**config.mk**
```make
export PLATFORM = sky130hd
export DESIGN_NAME = pe_array_sequencer
export DESIGN_NICKNAME = d
export VERILOG_FILES = /design/src/rtl/pe_array_sequencer.sv
export SDC_FILE = /design/constraint.sdc
export NUM_CORES = 1
export LEC_CHECK = 0
export ABC_AREA = 1
export BUFFER_PORTS_ARGS = -buffer_cell sky130_fd_sc_hd__clkbuf_2
export CAP_MARGIN = 15
export CORE_AREA = 4 4 155 157
export DETAILED_ROUTE_END_ITERATION = 16
export DIE_AREA = 0 0 159 161
export PLACE_DENSITY_LB_ADDON = 0.2
export SETUP_SLACK_MARGIN = 0.4
export SYNTH_ARGS = -nofsm -noshare
export SYNTH_HDL_FRONTEND = slang
export SYNTH_SLANG_ARGS = --single-unit
```
**constraint.sdc**
```tcl
create_clock -name clk -period 4.9 [get_ports clk]
set_input_delay 0.245 -clock clk [delete_from_list [all_inputs] [get_ports clk]]
set_output_delay 0.245 -clock clk [all_outputs]
set_load 0.02 [all_outputs]
```
**src/rtl/pe_array_sequencer.sv**
```systemverilog
// pe_array_sequencer: turns a layer descriptor into the PE-array control bundle for one start/done job.
module pe_array_sequencer #(
  parameter int N_PE   = 8,
  parameter int ADDR_W = 10,
  parameter int ROWS_W = 10,
  parameter int BANK_W = 6,
  parameter int NL_W   = 16
) (
  input  logic                       clk,
  input  logic                       rst_n,
  input  logic                       start,
  input  logic                       cfg_mode,
  input  logic [$clog2(N_PE):0]      cfg_filter_size,
  input  logic [ADDR_W-1:0]          cfg_row_length,
  input  logic [ROWS_W-1:0]          cfg_num_rows,
  input  logic [BANK_W-1:0]          cfg_num_banks,
  input  logic [NL_W-1:0]            cfg_nl_type,
  input  logic [2:0]                 cfg_pool_nl,
  input  logic                       in_valid,
  output logic                       in_ready,
  output logic                       busy,
  output logic                       done,
  output logic                       cfg_err,
  output logic [N_PE*N_PE-1:0]       shifting_line,
  output logic [N_PE*N_PE-1:0]       shifting_filter,
  output logic [N_PE*N_PE-1:0]       mac_enable,
  output logic [N_PE-1:0]            adder_enable,
  output logic [N_PE-1:0]            nl_enable,
  output logic [N_PE-1:0]            feedback_enable,
  output logic                       line_buffer_reset,
  output logic                       line_buffer_reset_pool,
  output logic                       shifting_line_pool,
  output logic                       pool_enable,
  output logic                       final_filter_bank,
  output logic [ADDR_W-1:0]          row_length,
  output logic [ADDR_W-1:0]          row_length_pool,
  output logic [NL_W-1:0]            nl_type,
  output logic [2:0]                 pool_nl
);
  localparam int KW = $clog2(N_PE) + 1;
  localparam int NN = N_PE * N_PE;
  typedef enum logic [2:0] {IDLE, CLR, LOAD_F, RUN, DRAIN, DONE} state_t;
  state_t state_q, state_d;
  logic mode_q, mode_d, err_q, err_d;
  logic [KW-1:0] k_q, k_d, cnt_q, cnt_d;
  logic [ADDR_W-1:0] rl_q, rl_d, col_q, col_d;
  logic [ROWS_W-1:0] nr_q, nr_d, row_q, row_d;
  logic [BANK_W-1:0] nb_q, nb_d, bank_q, bank_d;
  logic [NL_W-1:0] nlt_q, nlt_d;
  logic [2:0] pnl_q, pnl_d;
  logic [N_PE-2:0][NN-1:0] dly_q, dly_d;
  logic [N_PE-1:0] ae_q, ae_d;
  logic [NN-1:0] amask;
  logic bad, pix;
  assign bad = cfg_row_length == '0 || cfg_num_rows == '0 || cfg_num_banks == '0 || cfg_filter_size == '0;
  assign pix = state_q == RUN && in_valid;
  always_comb begin
    state_d = state_q;
    mode_d = mode_q;
    k_d = k_q;
    rl_d = rl_q;
    nr_d = nr_q;
    nb_d = nb_q;
    nlt_d = nlt_q;
    pnl_d = pnl_q;
    cnt_d = cnt_q;
    col_d = col_q;
    row_d = row_q;
    bank_d = bank_q;
    err_d = 1'b0;
    case (state_q)
      IDLE: if (start) begin
        if (bad) err_d = 1'b1;
        else begin
          state_d = CLR;
          mode_d = cfg_mode;
          k_d = cfg_filter_size > KW'(N_PE) ? KW'(N_PE) : cfg_filter_size;
          rl_d = cfg_row_length;
          nr_d = cfg_num_rows;
          nb_d = cfg_mode ? BANK_W'(1) : cfg_num_banks;
          nlt_d = cfg_nl_type;
          pnl_d = cfg_pool_nl;
          cnt_d = '0;
          col_d = '0;
          row_d = '0;
          bank_d = '0;
        end
      end
      CLR: state_d = mode_q ? RUN : LOAD_F;
      LOAD_F: begin
        cnt_d = cnt_q == k_q - KW'(1) ? '0 : cnt_q + KW'(1);
        state_d = cnt_q == k_q - KW'(1) ? RUN : LOAD_F;
      end
      RUN: if (in_valid) begin
        col_d = col_q == rl_q - ADDR_W'(1) ? '0 : col_q + ADDR_W'(1);
        if (col_q == rl_q - ADDR_W'(1)) begin
          row_d = row_q == nr_q - ROWS_W'(1) ? '0 : row_q + ROWS_W'(1);
          state_d = row_q == nr_q - ROWS_W'(1) ? DRAIN : RUN;
        end
      end
      DRAIN: begin
        cnt_d = cnt_q + KW'(1);
        if (cnt_q == KW'(N_PE)) begin
          cnt_d = '0;
          bank_d = bank_q == nb_q - BANK_W'(1) ? bank_q : bank_q + BANK_W'(1);
          state_d = bank_q == nb_q - BANK_W'(1) ? DONE : LOAD_F;
        end
      end
      default: state_d = IDLE;
    endcase
  end
  // Row r of mac_enable sees shifting_line r cycles late; dly_q[d] holds it d+1 cycles late.
  always_comb begin
    amask = '0;
    for (int r = 0; r < N_PE; r++)
      for (int c = 0; c < N_PE; c++)
        amask[r*N_PE+c] = r < int'(k_q) && c < int'(k_q);
    dly_d[0] = shifting_line;
    for (int i = 1; i < N_PE - 1; i++) dly_d[i] = dly_q[i-1];
    mac_enable = '0;
    mac_enable[N_PE-1:0] = shifting_line[N_PE-1:0];
    for (int r = 1; r < N_PE; r++) mac_enable[r*N_PE +: N_PE] = dly_q[r-1][r*N_PE +: N_PE];
    ae_d = '0;
    for (int r = 0; r < N_PE; r++)
      if (r == int'(k_q) - 1) ae_d = mac_enable[r*N_PE +: N_PE];
  end
  always_ff @(posedge clk or negedge rst_n) begin
    if (!rst_n) begin
      state_q <= IDLE;
      mode_q <= 1'b0;
      err_q <= 1'b0;
      k_q <= '0;
      cnt_q <= '0;
      rl_q <= '0;
      col_q <= '0;
      nr_q <= '0;
      row_q <= '0;
      nb_q <= '0;
      bank_q <= '0;
      nlt_q <= '0;
      pnl_q <= '0;
      dly_q <= '0;
      ae_q <= '0;
    end else begin
      state_q <= state_d;
      mode_q <= mode_d;
      err_q <= err_d;
      k_q <= k_d;
      cnt_q <= cnt_d;
      rl_q <= rl_d;
      col_q <= col_d;
      nr_q <= nr_d;
      row_q <= row_d;
      nb_q <= nb_d;
      bank_q <= bank_d;
      nlt_q <= nlt_d;
      pnl_q <= pnl_d;
      dly_q <= dly_d;
      ae_q <= ae_d;
    end
  end
  assign in_ready = state_q == RUN;
  assign busy = state_q != IDLE;
  assign done = state_q == DONE;
  assign cfg_err = err_q;
  assign shifting_line = pix && !mode_q ? amask : '0;
  assign shifting_filter = state_q == LOAD_F ? amask : '0;
  assign adder_enable = ae_q;
  assign final_filter_bank = busy && bank_q == nb_q - BANK_W'(1);
  assign feedback_enable = bank_q != '0 ? ae_q : '0;
  assign nl_enable = final_filter_bank ? ae_q : '0;
  assign line_buffer_reset = state_q == CLR && !mode_q;
  assign line_buffer_reset_pool = state_q == CLR && mode_q;
  assign shifting_line_pool = pix && mode_q;
  assign pool_enable = pix && mode_q;
  assign row_length = rl_q;
  assign row_length_pool = rl_q;
  assign nl_type = nlt_q;
  assign pool_nl = pnl_q;
endmodule
```
==> results of run 1 <==
[final cells by class]
| cell class | instances | area [sq um] |
|---|---|---|
| Multi-Input combinational cell | 682 | 3440 |
| Tap cell | 285 | 357 |
| Fill cell | 1975 | 9580 |
| Inverter | 121 | 454 |
| Timing Repair Buffer | 369 | 2120 |
| Clock inverter | 15 | 175 |
| Sequential cell | 228 | 5710 |
| Clock buffer | 31 | 678 |
[power groups by stage]
stage / logic, mW / registers [mW] / clock network [mW]
after floorplan: 2.64 / 2.80 / 0
after global placement: 3.39 / 2.74 / 0
after detailed placement: 3.42 / 2.74 / 0
after CTS: 3.46 / 2.72 / 1.96
after global routing: 3.79 / 2.78 / 2.04
final: 3.42 / 2.71 / 1.92
[logic make-up (layout without fill, tap and decap cells)]
group / Yosys count / after routing / synth area share
AO/OA/AOI/OAI: 91 / 91 / 0.0459
XOR/XNOR: 44 / 44 / 0.0352
AND/OR/NAND/NOR: 532 / 532 / 0.216
flip-flops: 228 / 228 / 0.522
adder cells (fa/ha/maj): 15 / 15 / 0.0172
buffers and inverters: 308 / 536 / 0.164
[layer usage]
layer | vias up | GRT usage
met1 | 3953 | 0.286
met4 | 0 | 0.0465
met3 | 33 | 0.0383
met5 | - | 0
met2 | 253 | 0.359
li1 | 4053 | -
[worst min-delay path by stage]
| stage | slack, ns | cells past startpoint | to | from |
|---|---|---|---|---|
| 6_report | 0.02 | 3 | k_q[3] | cfg_filter_size[3] |
| 3_3_place_gp | 0.33 | 0 | dly_d[378] | dly_d[314] |
| 2_1_floorplan | -0.05 | 0 | adder_enable[0] | rst_n |
| 3_5_place_dp | 0.33 | 0 | dly_d[172] | dly_d[108] |
| 4_1_cts | 0.009 | 3 | k_q[3] | cfg_filter_size[3] |
| 5_1_grt | 0.03 | 3 | k_q[1] | cfg_filter_size[1] |
[critical path, cell delays in order, from the launching register on]
cell      delay, ns
dfrtp_1        0.40
nand2_1        0.11
nor2_4         0.31
nand3_2        0.55
nor2_1         0.49
inv_1          0.10
nor2_1         0.26
clkbuf_2       0.25
[state kept, by name, summed over array words and instances (netlist names), 8 cells and up]
signal / cells
row_q: 10
adder_enable: 8
col_q: 10
dly_d: 108
mac_enable: 28
row_length: 10
nl_type: 16
nr_q: 10
[per-stage QoR]
stage | instance area, sq um | util | std cells | power [mW]
after floorplan | 10900 | - | 1218 | 5.45
after global placement | 11600 | 0.515 | 1637 | 6.13
after detailed placement | 11600 | 0.515 | 1637 | 6.16
after CTS | 12900 | 0.574 | 1731 | 8.13
after global routing | 12900 | 0.574 | 1731 | 8.60
final | 12900 | 0.574 | 1731 | 8.05
[layout by cell type, fill, tap and decap left out, types with 14 or more instances in the layout]
cell and n:
a21oi_1 28, clkbuf_2 316, inv_2 14, ha_1 15
dlygate4sd3_1 48, nand3_1 59, inv_1 104, o21ai_0 36
nand2_1 254, xor2_1 33, clkbuf_16 25, nor2_1 142
dfrtp_1 228
==> impl_metrics.csv, run 1 <==
group,metric,value,unit
outcome,status,"finished clean",
routing,drt-vias-per-instance,4.79,
placement,gp_congestion,0.798,
floorplanning,io-pin-count,318,
power,pwr-share-seq,0.337,
worst_setup_path,crit_type,"reg -> out",
power,p_leak,7.21,nW
global_routing,grt_usage,0.211,
layout,area_growth,18.2,%
routing,dr_wl_met2,13100,um
worst_setup_path,crit_fanout,27,
sta,rsz0062_at_grt,"false",
global_routing,grt_pass1_wl,44400,um
floorplanning,die-area,25600,sq um
global_routing,grt.overflow.total,0,
worst_setup_path,setup.worst_path.end_class,"output pin",
sta,finClkSkew,0.00867,ns
routing,drc,0,
sta,finalSetupTns,0,ns
worst_setup_path,worstSetupStartpoint,"state_q[1]",
global_routing,grt_pass1_vias,8355,
worst_setup_path,ff2ff_path_depth,14,
sta,worstMarginPinSlew,0.995,ns
routing,drt_wl_total,27200,um
worst_setup_path,r2r_end,"adder_enable[6]",
routing,met3_wirelength,1500,um
power,p_switching,3.52,mW
routing,postRouteAntennaNets,0,
synthesis,syn_area,10900,sq um
layout,nets,1496,
routing,dr.pass1.iters,5,
clocking,root_buffer,"clkbuf_16",
clocking,cts.sinks,228,
routing,drtIter0Drc,368,
clocking,post-cts-setup-buffers,0,
power,comb_power_share,0.425,
power,clock_power_share,0.239,
synthesis,synth_top_area_frac,0.522,
flow_run,maxCapViolCount,0,
worst_setup_path,r2r_setup_slack,1.93,ns
floorplanning,fp.dieH,161,um
clocking,clockBufferDepth,3,
clocking,h-tree-depth,1,
placement,dp_slack,1.90,ns
routing,wl_per_cell,15.7,um
routing,top_layer_used,"met4",
clocking,clk_latency,0.52,ns
power,p_int,4.53,mW
floorplanning,die_w,159,um
synthesis,avgSynthCellArea,8.98,sq um
routing,vias,8292,
synthesis,synthTopCellsByCount,"254 x nand2_1, 228 x dfrtp_1, 164 x buf_4",
layout,drive_gt1_frac,0.288,
worst_setup_path,crit_arrival,3.02,ns
clocking,hold_buffers,48,
sta,fin_crit,3.26,ns
clocking,path_clk_slew,0.06,ns
worst_setup_path,required,4.66,ns
synthesis,yosysWarnings,0,
worst_setup_path,worstSetupEndpoint,"shifting_line[2]",
synthesis,synth_edf_count,0,
power,power_density,623,nW/um^2
power,peakVddDrop,0.361,mV
global_routing,grt_max_degree,136,
placement,dpl.hpwl,20100,um
synthesis,yosys.area.top_type,"dfrtp_1",
synthesis,synth_seq_cells,228,
power,sw_frac_of_total,0.437,
worst_setup_path,cp-start-kind,"flop",
synthesis,yosysSeqAreaShare,0.522,
floorplanning,core,22500,sq um
synthesis,synthDistinctLibCells,44,
synthesis,yosys-top-cells-area,"dfrtp_1 52%, buf_4 11%, nand2_1 8.7%",
placement,port_buffers,317,
sta,slew_headroom,0.337,
clocking,cts_made_buffers,25,
synthesis,synth-main-ff-cell,"dfrtp_1",
sta,fmax,307,MHz
routing,drt-met1-wl,12200,um
worst_setup_path,r2r-start,"state_q[1]",
synthesis,synthesis.nets,1287,
hold_path,hp-class,"in -> reg",
global_routing,antenna_found_initial,0,
sta,setup-violations-final,0,
synthesis,synthMostInstantiatedCell,"nand2_1",
sta,hold_viol_final,0,
synthesis,syn-instance-count,1218,
sta,layout_setup_ws,1.64,ns
clocking,ctsResizeCount,0,
clocking,cts_tree,"built",
sta,fin_crit_sh,0.666,
synthesis,synthArstFlopShare,1.00,
layout,n_antenna_cell,0,
sta,fin_hold_ws,0.0197,ns
floorplanning,row_count,55,
floorplanning,initial_utilization,0.486,
sta,final_max_slew_viol_count,0,
No activity file was read; power rests on OpenSTA's default activity.
==> inputs of run 2 (changes only) <==
Clock period 4.9 ns to 3.4 ns, I/O delays scaled along.
==> impl_metrics.csv, run 2 (synthesis gave the netlist of run 1 again) <==
group,metric,value,unit
floorplanning,die_w,159,um
clocking,cts_made_buffers,25,
placement,port_buffers,317,
clocking,cts.sinks,228,
sta,rsz0062_at_grt,"false",
routing,vias,8308,
worst_setup_path,crit_arrival,2.66,ns
sta,fin_crit_sh,0.833,
layout,largest_register_ffs,108,
floorplanning,io-pin-count,318,
clocking,root_buffer,"clkbuf_16",
layout,area_growth,19.3,%
floorplanning,core,22500,sq um
floorplanning,fp.dieH,161,um
placement,dpl.hpwl,20800,um
routing,drtIter0Drc,437,
worst_setup_path,slowest_delay,0.69,ns
global_routing,grt_usage,0.220,
routing,drt_wl_total,28300,um
sta,worstMarginPinSlew,1.04,ns
sta,fin_crit,2.83,ns
sta,fmax,353,MHz
worst_setup_path,crit_fanout,13,
worst_setup_path,cp_num_buf_inv,2,
sta,layout_setup_ws,0.569,ns
hold_path,hp-class,"in -> reg",
floorplanning,initial_utilization,0.486,
worst_setup_path,crit_chain,"inv_1, ha_1, nor2_2, nor2_1, nor2_1, clkbuf_2",
sta,hold_viol_final,0,
outcome,status,"finished clean",
power,peakVddDrop,0.630,mV
sta,final_max_slew_viol_count,0,
floorplanning,row_count,55,
routing,dr.pass1.iters,7,
sta,finClkSkew,0.00861,ns
flow_run,maxCapViolCount,0,
clocking,cts_tree,"built",
global_routing,antenna_found_initial,0,
layout,nets,1506,
routing,wl_per_cell,16.2,um
sta,finalSetupTns,0,ns
layout,final_common_cell,"clkbuf_2",
layout,drive_gt1_frac,0.295,
worst_setup_path,crit_type,"reg -> out",
sta,slew_headroom,0.301,
worst_setup_path,cp-start-kind,"flop",
worst_setup_path,cp_top_family,"simple AND/OR/NAND/NOR gates",
routing,drc,0,
clocking,h-tree-depth,1,
placement,gp_congestion,0.845,
global_routing,grt_pass1_vias,8606,
power,power_density,897,nW/um^2
routing,postRouteAntennaNets,0,
power,p_leak,7.27,nW
clocking,clk_latency,0.53,ns
worst_setup_path,r2r_setup_slack,0.74,ns
floorplanning,die-area,25600,sq um
worst_setup_path,cpMaxStageDelayCell,"nor2_1",
worst_setup_path,cpMostUsedCell,"nor2_1",
placement,dp_slack,0.711,ns
global_routing,grt_pass1_wl,45900,um
routing,drt-vias-per-instance,4.77,
global_routing,grt_max_degree,112,
clocking,path_clk_slew,0.06,ns
layout,final_cell_mix,"316 x clkbuf_2, 254 x nand2_1, 228 x dfrtp_1",
global_routing,grt.overflow.total,0,
worst_setup_path,required,3.23,ns
clocking,clockBufferDepth,3,
worst_setup_path,setup.worst_path.end_class,"output pin",
sta,setup-violations-final,0,
run 2: cell count changes in the layout (fill, tap and decap cells not counted), sizes merged:
cell         change
clkbuf           +3
clkinvlp         -3
dlygate4sd3      +4
buf              +6
diode            +1
run 2: area by class of cell:
class / count / area [sq um]
Antenna cell: 1 / 2.50
Clock buffer: 34 / 689
Clock inverter: 12 / 156
Fill cell: 1997 / 9450
Inverter: 121 / 455
Multi-Input combinational cell: 682 / 3480
Sequential cell: 228 / 5710
Tap cell: 285 / 357
Timing Repair Buffer: 379 / 2200
run 2: per-layer routing:
metal / GRT usage / routed length, um / vias to the layer above
met3: 0.0416 / 1540 / 37
met2: 0.376 / 13800 / 255
met1: 0.294 / 12500 / 3935
met4: 0.0505 / 518 / 0
met5: 0 / 0 / -
li1: - / - / 4081
run 2: metrics by stage:
stage	util	hold slack, ns	power, mW	cell area (sq um)	instances
floorplan	-	-0.126	7.85	10900	1218
global placement	0.517	0.277	8.87	11600	1643
detailed placement	0.517	0.282	8.93	11600	1643
CTS	0.578	0.00582	11.8	13000	1741
global route	0.580	0.0377	12.5	13000	1741
finish	0.580	0.0244	11.7	13000	1742
run 2: worst paths after layout:
| kind | from | to | cells past startpoint |
|---|---|---|---|
| hold / removal | cfg_mode | nb_q[4] | 4 |
| min in group asynchronous | rst_n | nl_type[1] | 2 |
| setup / recovery | k_q[0] | mac_enable[4] | 6 |
| hold reg to reg | dly_d[309] | dly_d[373] | 0 |
| max in group asynchronous | rst_n | k_q[0] | 3 |
| setup reg to reg | state_q[2] | adder_enable[3] | 10 |
run 2: worst min-delay path, cell delays in order:
cell and delay, ns:
clkbuf_2 0.09, nor2_1 0.10, nand2_1 0.07, o21ai_0 0.06
run 2: power breakdown:
group | internal, mW | switching [mW]
clock | 1.66 | 1.08
combinational | 1.54 | 3.51
sequential | 3.38 | 0.540
run 2: what timing repair did:
item,4_1_cts,5_1_grt
hold endpoints to repair,158,0
setup endpoints to repair,15,15
buffers inserted,0,0
resized for setup,4,7
pin swaps,0,1
hold buffers,52,0
==> inputs of run 3 (changes only) <==
Settings changed: CORE_AREA 4 4 155 157 to 4 4 158 160, DIE_AREA 0 0 159 161 to 0 0 162 164.
Clock period 3.4 ns to 2.6 ns, I/O delays scaled along.
==> impl_metrics.csv, run 3 (synthesis gave the netlist of run 1 again) <==
group,metric,value,unit
sta,fin_crit_sh,0.998,
worst_setup_path,cp-start-kind,"flop",
floorplanning,die-area,26600,sq um
clocking,root_buffer,"clkbuf_16",
layout,area_growth,31.6,%
layout,n_antenna_cell,0,
worst_setup_path,crit_fanout,8,
power,power_density,1170,nW/um^2
floorplanning,row_count,56,
layout,finish.utilization,0.615,
power,p_leak,7.70,nW
worst_setup_path,crit_type,"reg -> out",
placement,place_inst,1688,
routing,drtIter0Drc,471,
sta,slew_headroom,0.668,
placement,dpl.hpwl,20700,um
routing,wl_per_cell,15.9,um
clocking,clk_latency,0.52,ns
routing,drc,0,
placement,gp_congestion,0.823,
floorplanning,initial_utilization,0.467,
layout,final_cells,1842,
hold_path,hp-class,"in -> async",
sta,hold_viol_final,0,
clocking,clockBufferDepth,3,
global_routing,grt_usage,0.208,
floorplanning,io-pin-count,318,
layout,final_cell_mix,"283 x clkbuf_2, 242 x nand2_1, 223 x dfrtp_1",
sta,final_max_slew_viol_count,0,
global_routing,grt.overflow.total,0,
floorplanning,die_w,162,um
routing,drt-vias-per-instance,4.72,
sta,worstMarginPinSlew,0.497,ns
clocking,cts_made_buffers,25,
global_routing,grt_max_degree,83,
floorplanning,fp.dieH,164,um
clocking,path_clk_slew,0.06,ns
clocking,h-tree-depth,1,
worst_setup_path,required,2.47,ns
global_routing,grt_pass1_vias,8406,
outcome,status,"finished clean",
floorplanning,core,23400,sq um
routing,postRouteAntennaNets,0,
clocking,cts.sinks,228,
sta,rsz0062_at_grt,"true",
routing,vias,8697,
placement,port_buffers,317,
routing,drt_wl_total,29400,um
layout,drive_gt1_frac,0.385,
sta,fin_hold_ws,0.168,ns
flow_run,maxCapViolCount,0,
worst_setup_path,crit_arrival,2.46,ns
clocking,cts_tree,"built",
sta,fin_crit,2.59,ns
layout,nets,1573,
sta,fmax,385,MHz
sta,setup-violations-final,0,
power,peakVddDrop,0.654,mV
layout,largest_register_ffs,108,
global_routing,antenna_found_initial,0,
layout,final_common_cell,"clkbuf_2",
worst_setup_path,setup.worst_path.end_class,"output pin",
global_routing,grt_pass1_wl,44200,um
sta,finClkSkew,0.00805,ns
routing,dr.pass1.iters,4,
run 3: what timing repair did:
item | in CTS | in global routing
pin swaps | 14 | 44
gates resized for setup | 103 | 132
gates cloned | 1 | 3
buffers inserted | 16 | 35
endpoints found under the hold margin | 111 | 0
setup endpoints to repair | 128 | 159
hold buffers | 53 | 0
run 3: layout make-up:
cell class | instances | area, sq um
Clock buffer | 38 | 704
Clock inverter | 8 | 58.8
Fill cell | 1997 | 9010
Inverter | 121 | 478
Multi-Input combinational cell | 684 | 4040
Sequential cell | 228 | 5710
Tap cell | 319 | 399
Timing Repair Buffer | 444 | 3010
run 3: metal layers:
metal  up-vias  wire (um)  GRT usage
li1       4221          -          -
met1      4127      12600      0.285
met2       304      14400      0.350
met3        45       1720     0.0339
met4         0        633     0.0477
met5         -          0          0
run 3: final timing paths:
| path | start | endpoint | slack [ns] | cells past startpoint |
|---|---|---|---|---|
| worst max-delay path | nb_q[0] | nl_enable[7] | 0.006 | 12 |
| worst min-delay path | rst_n | nl_type[13] | 0.17 | 2 |
| worst max register to register | k_q[0] | adder_enable[5] | 0.36 | 15 |
| worst min register to register | dly_d[314] | dly_d[378] | 0.34 | 0 |
| max in group asynchronous | rst_n | row_length[0] | 1.64 | 3 |
| min in group clk | dly_d[314] | dly_d[378] | 0.34 | 0 |
run 3: per-stage QoR:
stage	total power [mW]	worst slack, ns	setup TNS (ns)	area (sq um)
finish	16.8	0.00557	0	14400
global route	17.9	-0.154	-1.20	14400
CTS	15.8	-0.0288	-0.181	13600
detailed placement	11.8	0.264	0	11800
global placement	11.7	0.320	0	11800
floorplan	10.3	0.368	0	11000
run 3: where the power goes:
part	leakage [nW]	switching, mW	internal (mW)
Sequential	3.05	0.712	4.43
Clock	0.379	1.40	1.88
Combinational	4.27	5.31	3.05
run 3: worst max-delay path: stages, from the launching register on:
cell        delay [ns]
dfrtp_1           0.39
inv_2             0.10
ha_4              0.16
xnor2_2           0.11
xor2_1            0.16
nand3_1           0.09
nor3_2            0.21
nand2_1           0.12
nor2_4            0.13
clkinvlp_4        0.11
buf_12            0.16
nor2_4            0.09
buf_8             0.12
